==> config.mk <==
export PLATFORM = sky130hd
export DESIGN_NAME = xor_rr_arbiter
export DESIGN_NICKNAME = d
export VERILOG_FILES = /design/src/rtl/xor_arb_pkg.sv /design/src/rtl/rr_grant.sv /design/src/rtl/xor_rr_arbiter.sv
export SDC_FILE = /design/constraint.sdc
export NUM_CORES = 1
export LEC_CHECK = 0
export CORE_MARGIN = 2
export CORE_UTILIZATION = 42
export DETAILED_ROUTE_END_ITERATION = 8
export PLACE_DENSITY_LB_ADDON = 0.2
export SLEW_MARGIN = 20
export SYNTH_ARGS = -nofsm -noshare
export SYNTH_HDL_FRONTEND = slang
export SYNTH_SLANG_ARGS = --single-unit
==> constraint.sdc <==
create_clock -name clk -period 9 [get_ports clk]
set_input_delay 1.35 -clock clk [delete_from_list [all_inputs] [get_ports clk]]
set_output_delay 1.35 -clock clk [all_outputs]
set_load 0.1 [all_outputs]
==> src/rtl/xor_arb_pkg.sv <==
// Shared constants and state encoding for the XOR round-robin arbiter.
package xor_arb_pkg;

    localparam int unsigned DEF_N    = 16;
    localparam int unsigned DEF_NREQ = 4;

    // The result slot is either empty or holding an undelivered result.
    typedef enum logic {
        EMPTY = 1'b0,
        FULL  = 1'b1
    } arb_state_e;

endpackage : xor_arb_pkg

==> src/rtl/rr_grant.sv <==
// Combinational round-robin picker: first asserted request at or above i_ptr, wrapping.
module rr_grant #(
    parameter int unsigned NREQ = 4,
    parameter int unsigned IDW  = $clog2(NREQ)
) (
    input  logic [NREQ-1:0] i_req,
    input  logic [IDW-1:0]  i_ptr,
    output logic [NREQ-1:0] o_grant,
    output logic [IDW-1:0]  o_idx
);

    logic [IDW-1:0] w_cand;
    logic           w_found;

    // Scan NREQ candidates starting at i_ptr; NREQ is a power of two so IDW-bit addition wraps.
    always_comb begin
        o_grant = '0;
        o_idx   = '0;
        w_cand  = '0;
        w_found = 1'b0;
        for (int unsigned k = 0; k < NREQ; k++) begin
            w_cand = i_ptr + IDW'(k);
            if (!w_found && i_req[w_cand]) begin
                w_found         = 1'b1;
                o_grant[w_cand] = 1'b1;
                o_idx           = w_cand;
            end
        end
    end

endmodule : rr_grant

==> src/rtl/xor_rr_arbiter.sv <==
// Round-robin arbiter feeding a one-entry XOR result register with valid/ready handshakes.
module xor_rr_arbiter
    import xor_arb_pkg::*;
#(
    parameter int unsigned N    = DEF_N,
    parameter int unsigned NREQ = DEF_NREQ,
    parameter int unsigned IDW  = $clog2(NREQ)
) (
    input  logic              clk,
    input  logic              rst_n,
    input  logic [NREQ-1:0]   req_valid,
    input  logic [NREQ*N-1:0] req_a,
    input  logic [NREQ*N-1:0] req_b,
    output logic [NREQ-1:0]   req_ready,
    output logic              res_valid,
    output logic [N-1:0]      res_data,
    output logic [IDW-1:0]    res_id,
    input  logic              res_ready
);

    arb_state_e     r_state;
    logic [N-1:0]   r_data;
    logic [IDW-1:0] r_id;
    logic [IDW-1:0] r_ptr;

    logic [NREQ-1:0] w_grant;
    logic [IDW-1:0]  w_idx;
    logic            w_slot_free;
    logic            w_accept;
    logic [N-1:0]    w_xor;
    logic [N-1:0]    w_a [NREQ];
    logic [N-1:0]    w_b [NREQ];

    // Unpack per-requester operands.
    for (genvar gi = 0; gi < NREQ; gi++) begin : g_split
        assign w_a[gi] = req_a[gi*N +: N];
        assign w_b[gi] = req_b[gi*N +: N];
    end

    rr_grant #(
        .NREQ (NREQ),
        .IDW  (IDW)
    ) u_rr_grant (
        .i_req   (req_valid),
        .i_ptr   (r_ptr),
        .o_grant (w_grant),
        .o_idx   (w_idx)
    );

    // Slot can take a new result if empty or being drained this cycle; held off during reset.
    assign w_slot_free = (r_state == EMPTY) || res_ready;
    assign req_ready   = (rst_n && w_slot_free) ? w_grant : '0;
    assign w_accept    = |req_ready;
    assign w_xor       = w_a[w_idx] ^ w_b[w_idx];

    assign res_valid = (r_state == FULL);
    assign res_data  = r_data;
    assign res_id    = r_id;

    // Slot state, result capture and round-robin pointer advance.
    always_ff @(posedge clk or negedge rst_n) begin
        if (!rst_n) begin
            r_state <= EMPTY;
            r_data  <= '0;
            r_id    <= '0;
            r_ptr   <= '0;
        end else begin
            if (r_state == EMPTY) begin
                if (w_accept) r_state <= FULL;
            end else begin
                if (res_ready && !w_accept) r_state <= EMPTY;
            end
            if (w_accept) begin
                r_data <= w_xor;
                r_id   <= w_idx;
                r_ptr  <= w_idx + IDW'(1);
            end
        end
    end

endmodule : xor_rr_arbiter
==> impl_results.md, run 1 <==
- Antenna violations before repair: 0
- Final std cells w/o fill: 486
- Max Freq: 171.5 MHz
- Mapped Nets: between 400 and 500
- Main synth FF type: dfrtp_1
- CP delay by family, top: buffers and inverters
- Hpwl dp: between 5000 and 6000 um
- Crit Path Max Fanout: 12
- Die H: roughly 84 um
- Total congestion overflow: 0
- Syn Inst Count: 262
- Clk slew on worst S/H paths: 0.07 ns
- Cell variety after synth: 47
- GR Util All Layers: 0.1976
- TritonCTS Buffers: 3
- Final setup viols: 0
- Clk sinks: 21
- Mux contribution to synthesized area: 0.3388
- Routed vias: 2465
- Worst setup EP type: output port
- Synth top cells by count: xor2_1, mux2i_1, dfrtp_1
- Detailed Routing Iterations Pass 1: 4
- R2R depth: 7
- Tightest Hold Check Type: reg -> reg
- Final-report max-slew violation count: 0
- Cells on Worst Hold Path: 1
- Top-count cell post-synth: xor2_1
- DRT iter0 DRCs: 40
- Nets@finish: 552
- Placer Congestion: 0.8286
- Largest family of logic cells by synthesized area: multiplexers
- Drt drc: 0
- # diodes: 0
- Number of synthesized flops with an enable pin: 0
- Vias/cell: 5.072
- Placed cells: 482
- RSZ-0062 raised after global routing: no
- Worst Tran Pin Value: 1.014 ns
- Cts hold-fix bufs: 0
- Setup crit start: req_valid[1]
- Post-DRT Antenna Nets: 0
- VDD IR-drop max: 0.0003078 V
- CP max stage cell: clkdlybuf4s50_1
- Crit Path Category: in -> out
- Pwr/cell area: 355.7 nW/um2
- CTS tree: yes
- Hold Fails Final Rpt: 0
- Final Critical Period: approximately 6 ns
- Setup slack, reg-to-reg: around 5.1 ns
- Starting Density: 0.4272
- Critical Path RT: 7.65 ns
- Clock root cell: clkbuf_8
- Syn avg cell area: 10.18 um2
- H-tree levels: 1
- PortBufs: 157
- Levels on crit path: 6
- Worst path max stage delay: 1.15 ns
- Post-synth ARST share: 1.000
- Compound-Gate Fraction of Synth Area: 0.1075
- Post-CTS setup buffers: 0
- Worst path most repeated cell: clkdlybuf4s50_1
- Adder-cell share of the synthesized area: 0.03285
- Die Span X: 83.68 um
- Synthesized flop and latch total: 21
- CTS Buffer Depth: 2
- Die ar.: 7002 um2
- Setup TNS: 0 ns
- Cell area after synthesis: 2666 um2
- Row Count: 29
- Layout Skew: 0.001259 ns
- Routed len/inst: approximately 14 um
- Simple-gate share of the synthesized area: 0.06804
- Share of post-route cells with drive strength above 1: 0.09535
- YS warnings: 0
- Clock latency on the worst-skew pair: 0.25 ns
- CP Capture Point: req_ready[1]
- Leakage: 1.850 nW
- Sequential fraction of the synthesis area: 0.1971
- Period utilisation layout: 0.6479
- CP bufs+invs: 2
- DRT Wirelength: 6873 um
- CP startpoint kind: primary input
- First-pass GRT wire length: 11500 um
- Top post-synthesis cells by area: xor2_1, mux2i_1, dfrtp_1
- Vias in the first global route: 2434
- Synth area leader: xor2_1
- Largest net degree at the start of global routing: 36
- Number of max-cap violations: 0
- Relative max-transition margin: 0.3219
- Top cell type's share of synthesized area: 0.2102
- Worst R2R End: res_data[11]
- Core ar.: 6241 um2
- Status: complete, no violations
- CP cell instances: clkdlybuf4s50_1 -> mux4_2 -> o21ai_1 -> o21ai_0 -> a21oi_1 -> clkdlybuf4s50_1
- Resize count post-CTS: 0
- Synth Area in XOR/XNOR: 0.2135
- Critical Path AT: about 4.5 ns
- Worst r2r src: r_ptr[0]
- Ports: between 150 and 200
- Hold Crit Start: res_data[7]
- Synthesis-to-finish area growth: 61.76%
report_power, final:
part	leakage, nW	internal [mW]	switching [mW]
combinational	1.58	0.514	0.765
clock	0.0228	0.0314	0.0279
sequential	0.246	0.148	0.0478
total	1.85	0.694	0.840
routing by layer:
layer | track usage | up-vias | share of wire
met5 | 0 | - | 0
met4 | 0.04106 | 0 | 0.017
met3 | 0.06133 | 8 | 0.093
met2 | 0.3505 | 110 | 0.51
met1 | 0.2348 | 1118 | 0.38
li1 | - | 1229 | -
sequential cells by signal, summed over array words and instances (netlist names):
| name | cells |
|---|---|
| res_data | 16 |
| res_id | 2 |
| r_ptr | 2 |
| res_valid | 1 |
layout make-up:
class | instances | area (um2)
Multi-Input combinational cell | 221 | 2044
Fill cell | 531 | 1928
Timing Repair Buffer | 159 | 1587
Sequential cell | 21 | 525.5
Tap cell | 77 | 96.34
Clock buffer | 4 | 45.04
Inverter | 4 | 15.01
worst min path at each step:
stage,end
finish,res_data[7]
global route,res_id[1]
CTS,res_data[4]
detailed placement,res_data[4]
global placement,res_data[6]
floorplan,res_valid
cell families (layout without fill, tap and decap cells):
logic type | after synthesis | after routing
simple gates | 35 | 35
compound gates | 36 | 36
xor+xnor | 65 | 65
buf+inv | 20 | 167
flops | 21 | 21
mux | 78 | 78
fa+ha+maj | 7 | 7
metrics by stage:
stage / hold WS (ns) / utilization / setup slack [ns] / cell area, um2 / power (mW)
global route: 0.5331 / 0.6911 / 3.028 / 4313 / 1.635
detailed placement: 0.4903 / 0.6838 / 3.197 / 4268 / 1.489
floorplan: 0.8630 / - / 3.716 / 2666 / 1.218
finish: 0.5103 / 0.6911 / 3.169 / 4313 / 1.534
global placement: 0.4918 / 0.6838 / 3.244 / 4268 / 1.478
CTS: 0.5141 / 0.6911 / 3.193 / 4313 / 1.553
cell usage in the layout, fill, tap and decap left out, types with 3 or more instances in the layout:
cell / count
clkdlybuf4s50_1: 157
xor2_1: 64
mux2i_1: 54
dfrtp_1: 21
mux2_4: 18
nand2_1: 12
ha_1: 7
nor2_1: 6
a21oi_1: 6
inv_1: 4
nor2b_1: 4
o21ai_0: 4
o211ai_1: 3
mux2_2: 3
clkbuf_8: 3
(Power assumes the default switching activity.)
==> run 2, diff against run 1 <==
- CORE_UTILIZATION: 42 -> 35
- clock period: 9 -> 5 ns (I/O delays scaled with it)
==> run 2 against run 1 <==
  * Register-to-register slack got worse by 4.0 ns
  * Hold slack improved by 0.0022 ns
  * Sequential cell count did not move
  * Total power rose by 81%
  * Cell area rose by 0.43%
  * Routed wire length rose by 9.3%
  * Sequential power rose by 81%
  * Sequential share of layout area fell by 0.053 points
  * Critical path type is now reg -> out
  * Critical endpoint unchanged
  * Largest cell class unchanged
==> impl_results.md, run 2 (synthesis gave the netlist of run 1 again) <==
- Final Power: 2.770 mW (was 1.534 mW)
- Final std cells w/o fill: 508 (was 486)
- DRT iter0 DRCs: 92 (was 40)
- CP max stage cell: dfrtp_1 (was clkdlybuf4s50_1)
- Total congestion overflow: 0 (unchanged)
- Clock power share: 0.041 (was 0.039)
- Clk slew on worst S/H paths: 0.08 ns (was 0.07 ns)
- Resize count post-CTS: 0 (unchanged)
- Commonest cells after routing, fill and taps aside: clkdlybuf4s50_1, xor2_1, mux2i_1 (unchanged)
- Placer Congestion: 0.8783 (was 0.8286)
- Final core utilization: 0.5909 (was 0.6911)
- CP startpoint kind: flop (was primary input)
- First-pass GRT wire length: 11600 um (was 11500 um)
- Largest net degree at the start of global routing: 36 (unchanged)
- NetSw: 1.527 mW (was 840.3 uW)
- Tightest Hold Check Type: reg -> reg (unchanged)
- Layout Skew: 0.004495 ns (was 0.001259 ns)
- Final setup viols: 0 (unchanged)
- Post-DRT Antenna Nets: 0 (unchanged)
- Comb pwr share: 0.832 (was 0.834)
- Row Count: 31 (was 29)
- Antenna violations before repair: 0 (unchanged)
- Multi-input gate area: 2044 um2 (unchanged)
- RSZ-0062 raised after global routing: no (unchanged)
- Most common cell after layout, fill and taps aside: clkdlybuf4s50_1 (unchanged)
- VDD IR-drop max: 0.0003161 V (was 0.0003078 V)
- GR Util All Layers: 0.1713 (was 0.1976)
- CP bufs+invs: 2 (unchanged)
- Critical Path RT: 4.25 ns (was 7.65 ns)
- Clock latency on the worst-skew pair: 0.26 ns (was 0.25 ns)
- Max Freq: ~240 MHz
- Routed vias: 2436 (was 2465)
- Crit Path Max Fanout: 19 (was 12)
- H-tree levels: 1 (unchanged)
- Placed cells: 504 (was 482)
- CP delay by family, top: flip-flops (was buffers and inverters)
- Die H: 91.28 um (was 83.68 um)
- Period utilisation layout: 0.8193
- Hold Fails Final Rpt: 0 (unchanged)
- Drt drc: 0 (unchanged)
- Clk sinks: 21 (unchanged)
- Seq pwr share: 0.128 (about the same)
- Worst path max stage delay: 0.78 ns (was 1.15 ns)
- CTS Buffer Depth: 2 (unchanged)
- Final worst slack: 0.9034 ns (was 3.169 ns)
- Worst setup EP type: output port (unchanged)
- DRT Wirelength: 7513 um (was 6873 um)
- Dpl ws: 1.078 ns (was 3.197 ns)
- Starting Density: 0.3637 (was 0.4272)
- Setup TNS: 0 ns (unchanged)
- Final-report max-slew violation count: 0 (unchanged)
- Register area: 525.5 um2 (unchanged)
- Leakage: 1.860 nW (was 1.850 nW)
- PortBufs: 157 (unchanged)
- Post-CTS setup buffers: 0 (unchanged)
- Routed len/inst: 14.79 um (was 14.14 um)
- FILL cells: 637 (was 531)
- Clock root cell: clkbuf_8 (unchanged)
- Area after DPL: 4285 um2 (was 4268 um2)
- CP cell instances: inv_1 -> ha_1 -> mux4_2 -> o21ai_1 -> o21ai_0 -> a21oi_1 -> buf_4 (was clkdlybuf4s50_1 -> mux4_2 -> o21ai_1 -> o21ai_0 -> a21oi_1 -> clkdlybuf4s50_1)
- CTS tree: yes (unchanged)
- Number of max-cap violations: 0 (unchanged)
- Nets@finish: 552 (unchanged)
- Hpwl dp: 6042 um (was 5726 um)
- Pwr/cell area: 639.5 nW/um2 (was 355.7 nW/um2)
- Die Span X: 91.28 um (was 83.68 um)
- Cts hold-fix bufs: 0 (unchanged)
- Ports: 158 (unchanged)
- Critical Path AT: 3.35 ns (was 4.48 ns)
- Detailed Routing Iterations Pass 1: 4 (unchanged)
- Core ar.: 7331 um2 (was 6241 um2)
- Design area: 4332 um2 (was 4313 um2)
- TritonCTS Buffers: 3 (unchanged)
- Max reg flops: 16 (unchanged)
- Min Hold Slack: 0.5125 ns (was 0.5103 ns)
- # diodes: 0 (unchanged)
- Die ar.: 8332 um2 (was 7002 um2)
- Worst Tran Pin Value: 1.025 ns (was 1.014 ns)
- Relative max-transition margin: 0.3145 (was 0.3219)
- Crit Path Category: reg -> out (was in -> out)
- Share of post-route cells with drive strength above 1: 0.1076 (was 0.09535)
- Final Critical Period: 4.097 ns
- Switching fraction of total power: 0.5513 (was 0.5478)
- P_int: 1.243 mW (was 693.7 uW)
- Status: complete, no violations (unchanged)
- Vias/cell: 4.795 (was 5.072)
- Synthesis-to-finish area growth: 62.46% (was 61.76%)
- Vias in the first global route: 2427 (was 2434)
==> run 2: routing by layer <==
layer	vias up	track usage	wire length (um)
met4	0	0.02904	51
met1	1111	0.1939	2925
met5	-	0	0
met2	96	0.3191	3961
met3	4	0.05145	574
li1	1225	-	-
==> run 2: final timing paths <==
| path | slack, ns | cells past startpoint | from | endpoint |
|---|---|---|---|---|
| worst max register to register | 1.09 | 8 | r_ptr[0] | res_data[8] |
| worst min register to register | 0.51 | 1 | res_data[3] | res_data[3] |
| worst min-delay path | 0.51 | 1 | res_data[3] | res_data[3] |
| min in group asynchronous | 0.85 | 2 | rst_n | res_valid |
| max in group asynchronous | 3.92 | 2 | rst_n | res_data[10] |
| worst max-delay path | 0.90 | 7 | r_ptr[0] | req_ready[1] |
==> run 2: area by class of cell <==
| class | instances | share of cell area |
|---|---|---|
| clock inverter | 1 | 0.001155 |
| clock buffer | 3 | 0.009532 |
| tap | 99 | 0.02860 |
| sequential | 21 | 0.1213 |
| inverter | 4 | 0.003466 |
| timing repair buffer | 159 | 0.3640 |
| multi-input combinational | 221 | 0.4720 |
==> run 2: worst register-to-register path: cells and delay by family (launching register included) <==
kind,cells,cell delay (ns)
AO/OA/AOI/OAI,3,1.12
multiplexers,2,0.86
flip-flops,1,0.78
adder cells (fa/ha/maj),1,0.59
buffers and inverters,1,0.24
AND/OR/NAND/NOR,1,0.19
==> run 2: power by group through the flow <==
stage / clock [mW] / combinational (mW) / sequential (mW)
global placement: 0 / 2.30 / 0.355
detailed placement: 0 / 2.32 / 0.357
floorplan: 0 / 1.29 / 0.899
finish: 0.112 / 2.30 / 0.354
global route: 0.125 / 2.43 / 0.369
CTS: 0.114 / 2.32 / 0.356
